**config.mk**
```make
export PLATFORM = sky130hd
export DESIGN_NAME = sub_disp
export DESIGN_NICKNAME = d
export VERILOG_FILES = /design/src/rtl/sub_disp_pkg.sv /design/src/rtl/sub_disp_seg7_dec.sv /design/src/rtl/sub_disp.sv
export SDC_FILE = /design/constraint.sdc
export NUM_CORES = 1
export LEC_CHECK = 0
export CORE_ASPECT_RATIO = 0.5
export CORE_MARGIN = 1.5
export CORE_UTILIZATION = 50
export DETAILED_ROUTE_END_ITERATION = 8
export GPL_TIMING_DRIVEN = 1
export HOLD_SLACK_MARGIN = 0.15
export PLACE_DENSITY = 0.76
export SETUP_SLACK_MARGIN = 0.02
export SLEW_MARGIN = 20
export SYNTH_ARGS = -nofsm -noshare
export SYNTH_HDL_FRONTEND = slang
export SYNTH_SLANG_ARGS = --single-unit
```
**constraint.sdc**
```tcl
create_clock -name clk -period 1.7 [get_ports clk]
set_input_delay 0.51 -clock clk [delete_from_list [all_inputs] [get_ports clk]]
set_output_delay 0.51 -clock clk [all_outputs]
set_load 0.01 [all_outputs]
```
**src/rtl/sub_disp_pkg.sv**
```systemverilog
// Shared types and constants for the subtractor result display.
// The build macro SUB_DISP_ACTIVE_LOW_EN only affects the top-level output register.
package sub_disp_pkg;

  typedef enum logic {
    IDLE = 1'b0,
    SHOW = 1'b1
  } state_e;

  // Scan slot order: ones, tens, sign.
  localparam logic [1:0] DIG_ONES = 2'd0;
  localparam logic [1:0] DIG_TENS = 2'd1;
  localparam logic [1:0] DIG_SIGN = 2'd2;

  // Segment bit order is {g,f,e,d,c,b,a}.
  localparam logic [6:0] SEG_DASH  = 7'h40;
  localparam logic [6:0] SEG_BLANK = 7'h00;

  // Digit enable for a slot index; index 3 is never reached and yields 000.
  function automatic logic [2:0] dig_onehot(input logic [1:0] idx);
    return 3'b001 << idx;
  endfunction

endpackage

```
**src/rtl/sub_disp_seg7_dec.sv**
```systemverilog
// Combinational BCD to 7-segment decoder. Codes 10..15 show blank.
module seg7_dec
  import sub_disp_pkg::*;
(
  input  logic [3:0] i_bcd,
  output logic [6:0] o_seg
);

  // Lookup of the segment pattern for one decimal digit.
  always_comb begin
    o_seg = SEG_BLANK;
    case (i_bcd)
      4'd0:    o_seg = 7'h3F;
      4'd1:    o_seg = 7'h06;
      4'd2:    o_seg = 7'h5B;
      4'd3:    o_seg = 7'h4F;
      4'd4:    o_seg = 7'h66;
      4'd5:    o_seg = 7'h6D;
      4'd6:    o_seg = 7'h7D;
      4'd7:    o_seg = 7'h07;
      4'd8:    o_seg = 7'h7F;
      4'd9:    o_seg = 7'h6F;
      default: o_seg = SEG_BLANK;
    endcase
  end

endmodule

```
**src/rtl/sub_disp.sv**
```systemverilog
// Display stage for the 4-bit subtractor result: captures sign and magnitude,
// splits the magnitude into tens/ones and scans a 3-digit 7-segment display
// (sign, tens, ones). Dashes are shown until a result has been captured.
// Define SUB_DISP_ACTIVE_LOW_EN for common-anode boards (seg/an inverted).
module sub_disp
  import sub_disp_pkg::*;
#(
  parameter int SCAN_DIV = 50000,
  parameter int MAG_W    = 4
) (
  input  logic             clk,
  input  logic             n_rst,
  input  logic             valid,
  input  logic             clear,
  input  logic             buho,
  input  logic [MAG_W-1:0] mag,
  output logic [6:0]       seg,
  output logic [2:0]       an
);

  localparam int PW = (SCAN_DIV > 1) ? $clog2(SCAN_DIV) : 1;
  localparam logic [PW-1:0] PMAX = PW'(SCAN_DIV - 1);

`ifdef SUB_DISP_ACTIVE_LOW_EN
  localparam logic [6:0] SEG_XOR = 7'h7F;
  localparam logic [2:0] AN_XOR  = 3'b111;
`else
  localparam logic [6:0] SEG_XOR = 7'h00;
  localparam logic [2:0] AN_XOR  = 3'b000;
`endif

  state_e           r_state;
  state_e           w_state_nxt;
  logic             r_cap_buho;
  logic [MAG_W-1:0] r_cap_mag;
  logic             r_tens;
  logic [3:0]       r_ones;
  logic [PW-1:0]    r_presc;
  logic [1:0]       r_idx;
  logic [6:0]       r_seg;
  logic [2:0]       r_an;

  logic             w_cap;
  logic             w_tens_bit;
  logic             w_wrap;
  logic [3:0]       w_bcd;
  logic [6:0]       w_dec;
  logic [6:0]       w_pat;

  // clear dominates valid: nothing is captured on a cycle that clears.
  assign w_cap      = valid & ~clear;
  assign w_tens_bit = (r_cap_mag >= MAG_W'(10));
  assign w_wrap     = (r_presc == PMAX);

  // State register.
  always_ff @(posedge clk or negedge n_rst) begin
    if (!n_rst) r_state <= IDLE;
    else        r_state <= w_state_nxt;
  end

  // Next state: clear returns to dashes, an accepted capture shows the result.
  always_comb begin
    w_state_nxt = r_state;
    if (clear)      w_state_nxt = IDLE;
    else if (valid) w_state_nxt = SHOW;
  end

  // Capture of the incoming result; held while valid is low.
  always_ff @(posedge clk or negedge n_rst) begin
    if (!n_rst) begin
      r_cap_buho <= 1'b0;
      r_cap_mag  <= '0;
    end else if (w_cap) begin
      r_cap_buho <= buho;
      r_cap_mag  <= mag;
    end
  end

  // Binary to two-digit decimal; the magnitude never exceeds 15.
  always_ff @(posedge clk or negedge n_rst) begin
    if (!n_rst) begin
      r_tens <= 1'b0;
      r_ones <= 4'd0;
    end else begin
      r_tens <= w_tens_bit;
      r_ones <= 4'(r_cap_mag - (w_tens_bit ? MAG_W'(10) : MAG_W'(0)));
    end
  end

  // Free-running scan: prescaler wraps every SCAN_DIV clocks and steps the slot.
  always_ff @(posedge clk or negedge n_rst) begin
    if (!n_rst) begin
      r_presc <= '0;
      r_idx   <= DIG_ONES;
    end else if (w_wrap) begin
      r_presc <= '0;
      r_idx   <= (r_idx == DIG_SIGN) ? DIG_ONES : r_idx + 2'd1;
    end else begin
      r_presc <= r_presc + PW'(1);
    end
  end

  // One shared decoder; only the tens slot needs the tens value.
  assign w_bcd = (r_idx == DIG_TENS) ? {3'b000, r_tens} : r_ones;

  seg7_dec u_dec (
    .i_bcd (w_bcd),
    .o_seg (w_dec)
  );

  // Pattern for the active slot: dashes when idle, otherwise the result with
  // leading-zero blanking and no minus sign on a zero magnitude.
  always_comb begin
    w_pat = SEG_BLANK;
    if (r_state == IDLE) begin
      w_pat = SEG_DASH;
    end else begin
      case (r_idx)
        DIG_ONES: w_pat = w_dec;
        DIG_TENS: w_pat = r_tens ? w_dec : SEG_BLANK;
        DIG_SIGN: w_pat = (r_cap_buho && (r_cap_mag != '0)) ? SEG_DASH : SEG_BLANK;
        default:  w_pat = SEG_BLANK;
      endcase
    end
  end

  // Output register; polarity is applied here so the rest of the logic is shared.
  always_ff @(posedge clk or negedge n_rst) begin
    if (!n_rst) begin
      r_seg <= SEG_XOR;
      r_an  <= AN_XOR;
    end else begin
      r_seg <= w_pat ^ SEG_XOR;
      r_an  <= dig_onehot(r_idx) ^ AN_XOR;
    end
  end

  assign seg = r_seg;
  assign an  = r_an;

endmodule

```
==> results.py <==
metrics = {
    "status": {
        "outcome": "finished with violations",
        "violations": "negative setup slack",
    },
    "route": {
        "firstDrtPassIters": 4,
        "routedWlPerCell_um": 14.15,
        "vias": 1321,
        "drt_wl_total_mm": 3.636,
        "via_per_inst": 5.140,
        "drtAntennaViolNets": 0,
        "drt_first_iter_violations": 53,
        "route.detailed.drc": 0,
    },
    "layout": {
        "ff_latch_area_um2": 975.9,
        "layout-area-overhead-vs-synth_pct": 31.56,
        "antennaDiodeCount": 0,
        "drive_above_1_share": 0.2573,
        "nFillCells": 243,
        "nNetsFinal": 222,
        "fin_util": 0.6863,
        "multi_input_area_um2": 829.5,
    },
    "synth": {
        "seq_area_frac_synth": 0.5447,
        "synthCells": 163,
        "ys_warn_count": 0,
        "netlist_top_cells_area": "dfrtp_1 (54%), ha_1 (5.6%), mux2_2 (3.8%), nor2_1 (3.4%), xor2_1 (2.9%)",
        "netlist.area_leader.share": 0.5447,
        "syn_area_um2": 1792,
        "yosys.area.top_type": "dfrtp_1",
        "syn_nets": 180,
        "synth.avg_cell_area_um2": 10.99,
        "synth-seq-cells": 39,
        "synth_cell_types": 35,
    },
    "timing": {
        "fin_worst_skew_ns": 0.006062,
        "final.period_utilization": 1.029,
        "worst_slew_margin_rel": 0.6902,
        "setup_viol": 2,
        "finalCriticalPeriod_ns": 1.750,
        "hold_ws_ns": 0.2440,
        "maxSlewViolCount": 0,
        "rsz0062_at_grt": "true",
        "fin_ws_ns": -0.04960,
        "hold_viol": 0,
        "fmax_mhz": 571.6,
        "worstMarginPinSlew_ns": 0.4647,
    },
    "setup_path": {
        "path_class": "flop to flop",
        "critPathRequiredTime_ns": 1.89,
        "end_kind": "flop",
        "cp-start-kind": "flop",
        "worst-path-max-fanout": 2,
        "arrival_ns": 1.94,
    },
    "pwr": {
        "peakVddDrop_uv": 466.5,
        "power_density_nw_per_um2": 871.3,
        "leakagePower_nw": 1.160,
    },
    "grt": {
        "grt_pass1_vias": 1247,
        "grt_start_max_net_pins": 40,
        "overflow": 0,
        "grt_util_all_layers": 0.2044,
        "antenna_found_initial": 0,
        "grt_pass1_wl_mm": 5.775,
    },
    "clocking": {
        "cts.sinks": 39,
        "cts_tree": "yes",
        "numCtsBuffers": 5,
        "cts_root_buffer": "clkbuf_8",
        "htree_num_levels": 2,
        "clk_pin_slew_ns": 0.08,
        "cts_buffer_depth": 2,
        "cts_hold_buf": 0,
        "worst_skew_pair.late_latency_ns": 0.30,
    },
    "floorplanning": {
        "num_rows": 15,
        "die_y_um": 45.33,
        "core-area_um2": 3435,
        "die_area_um2": 3973,
        "fp.dieW_um": 87.66,
        "start_util": 0.5217,
        "ioPinCount": 19,
    },
    "placement": {
        "dpl.hpwl_mm": 2.506,
        "io_buffers": 18,
        "place.gp.congestion": 0.8732,
    },
    "worst_hold_path": {
        "worst_hold_path_type": "input port to async pin",
    },
    "job": {
        "maxCapViolations": 0,
    },
}
[final timing paths]
path                              start          end  slack, ns  cells past startpoint
min                               n_rst  r_presc[12]       0.24                      2
max                          r_presc[4]     r_idx[0]      -0.05                      4
max in group asynchronous         n_rst  r_presc[11]       1.13                      2
min reg2reg                r_cap_mag[0]    r_ones[0]       0.41                      0
min in group clk           r_cap_mag[0]    r_ones[0]       0.41                      0
max reg2reg                  r_presc[4]     r_idx[0]      -0.05                      4
[kinds of logic (layout without fill, tap and decap cells)]
| group | Yosys count | after routing | synth area share |
|---|---|---|---|
| AND/OR/NAND/NOR | 59 | 59 | 0.1823 |
| flip-flops | 39 | 39 | 0.5447 |
| AO/OA/AOI/OAI | 22 | 22 | 0.07612 |
| buffers and inverters | 16 | 59 | 0.03771 |
| XOR/XNOR | 10 | 10 | 0.04888 |
| multiplexers | 9 | 9 | 0.05447 |
| adder cells (fa/ha/maj) | 8 | 8 | 0.05587 |
[flip-flops by register name (all words and copies together), names as in the netlist]
register,cells
an,3
r_cap_buho,1
r_cap_mag,4
r_idx,2
r_ones,4
r_presc,16
r_state,1
r_tens,1
seg,7
[metal layers]
layer / GRT usage / vias up / wire length [um]
li1: - / 645 / -
met1: 0.2373 / 639 / 1548
met2: 0.3446 / 31 / 1857
met3: 0.08227 / 6 / 159
met4: 0.08889 / 0 / 70
met5: 0 / - / 0
[per-stage QoR]
| step | power (mW) | area, um^2 | std cells | TNS [ns] | setup slack [ns] |
|---|---|---|---|---|---|
| floorplan | 1.269 | 1807 | 163 | -0.1077 | -0.09412 |
| global placement | 1.405 | 2173 | 248 | -0.2278 | -0.05575 |
| detailed placement | 1.429 | 2173 | 248 | -0.3652 | -0.08500 |
| CTS | 2.051 | 2281 | 257 | -0.1111 | -0.06571 |
| global route | 2.154 | 2357 | 257 | -0.4525 | -0.1091 |
| finish | 2.054 | 2357 | 257 | -0.09851 | -0.04960 |
[cell usage after synthesis]
cell type / n
a31oi_1: 1
or2_2: 1
xor2_1: 6
nand2b_1: 5
nor4_4: 1
mux2i_1: 3
nor2_2: 1
mux2_2: 6
o41ai_1: 1
nand3_1: 7
nor2b_1: 3
o22ai_1: 1
nor4_1: 3
nand4bb_1: 1
dfrtp_1: 39
clkbuf_1: 3
o21bai_1: 1
and4_1: 1
or4bb_1: 1
nand4_1: 4
inv_1: 12
or4b_4: 1
nor3_1: 1
nand2_1: 11
a21oi_1: 5
a21o_1: 2
buf_6: 1
and3_1: 2
a221oi_1: 1
ha_1: 8
o2111ai_1: 1
nor2_1: 16
a211oi_1: 2
o21ai_0: 7
xnor2_1: 4
[what timing repair did]
item,4_1_cts,5_1_grt
gates resized for setup,7,23
endpoints found under the setup margin,10,21
buffers inserted,1,0
pin swaps,3,5
[cell type report]
class                           instances  area share
Sequential cell                        39      0.4140
Clock buffer                            5     0.02919
Timing Repair Buffer                   39      0.1502
Inverter                               12     0.01911
Clock inverter                          3    0.008493
Multi-Input combinational cell        108      0.3519
Tap cell                               51     0.02707
[layout by cell type (no fill, tap or decap), drive strengths merged, types with 7 or more instances in the layout]
master and count:
clkdlybuf4s50 7, ha 8, buf 22, nand2 11, inv 12, nand3 7
o21ai 7, dfrtp 39, dlymetal6s2s 7, nor2 17
[worst max-delay path: stages (launching register included)]
cell	delay [ns]
dfrtp_1	0.38
or4b_4	0.56
nor4_4	0.24
buf_4	0.17
mux2_4	0.30
[power by group]
group          internal, mW  switching (mW)
Clock                 0.285           0.342
Combinational         0.174           0.179
Sequential             1.00          0.0706
Total                  1.46           0.592
Note: power is estimated with default switching activity, not from simulation.
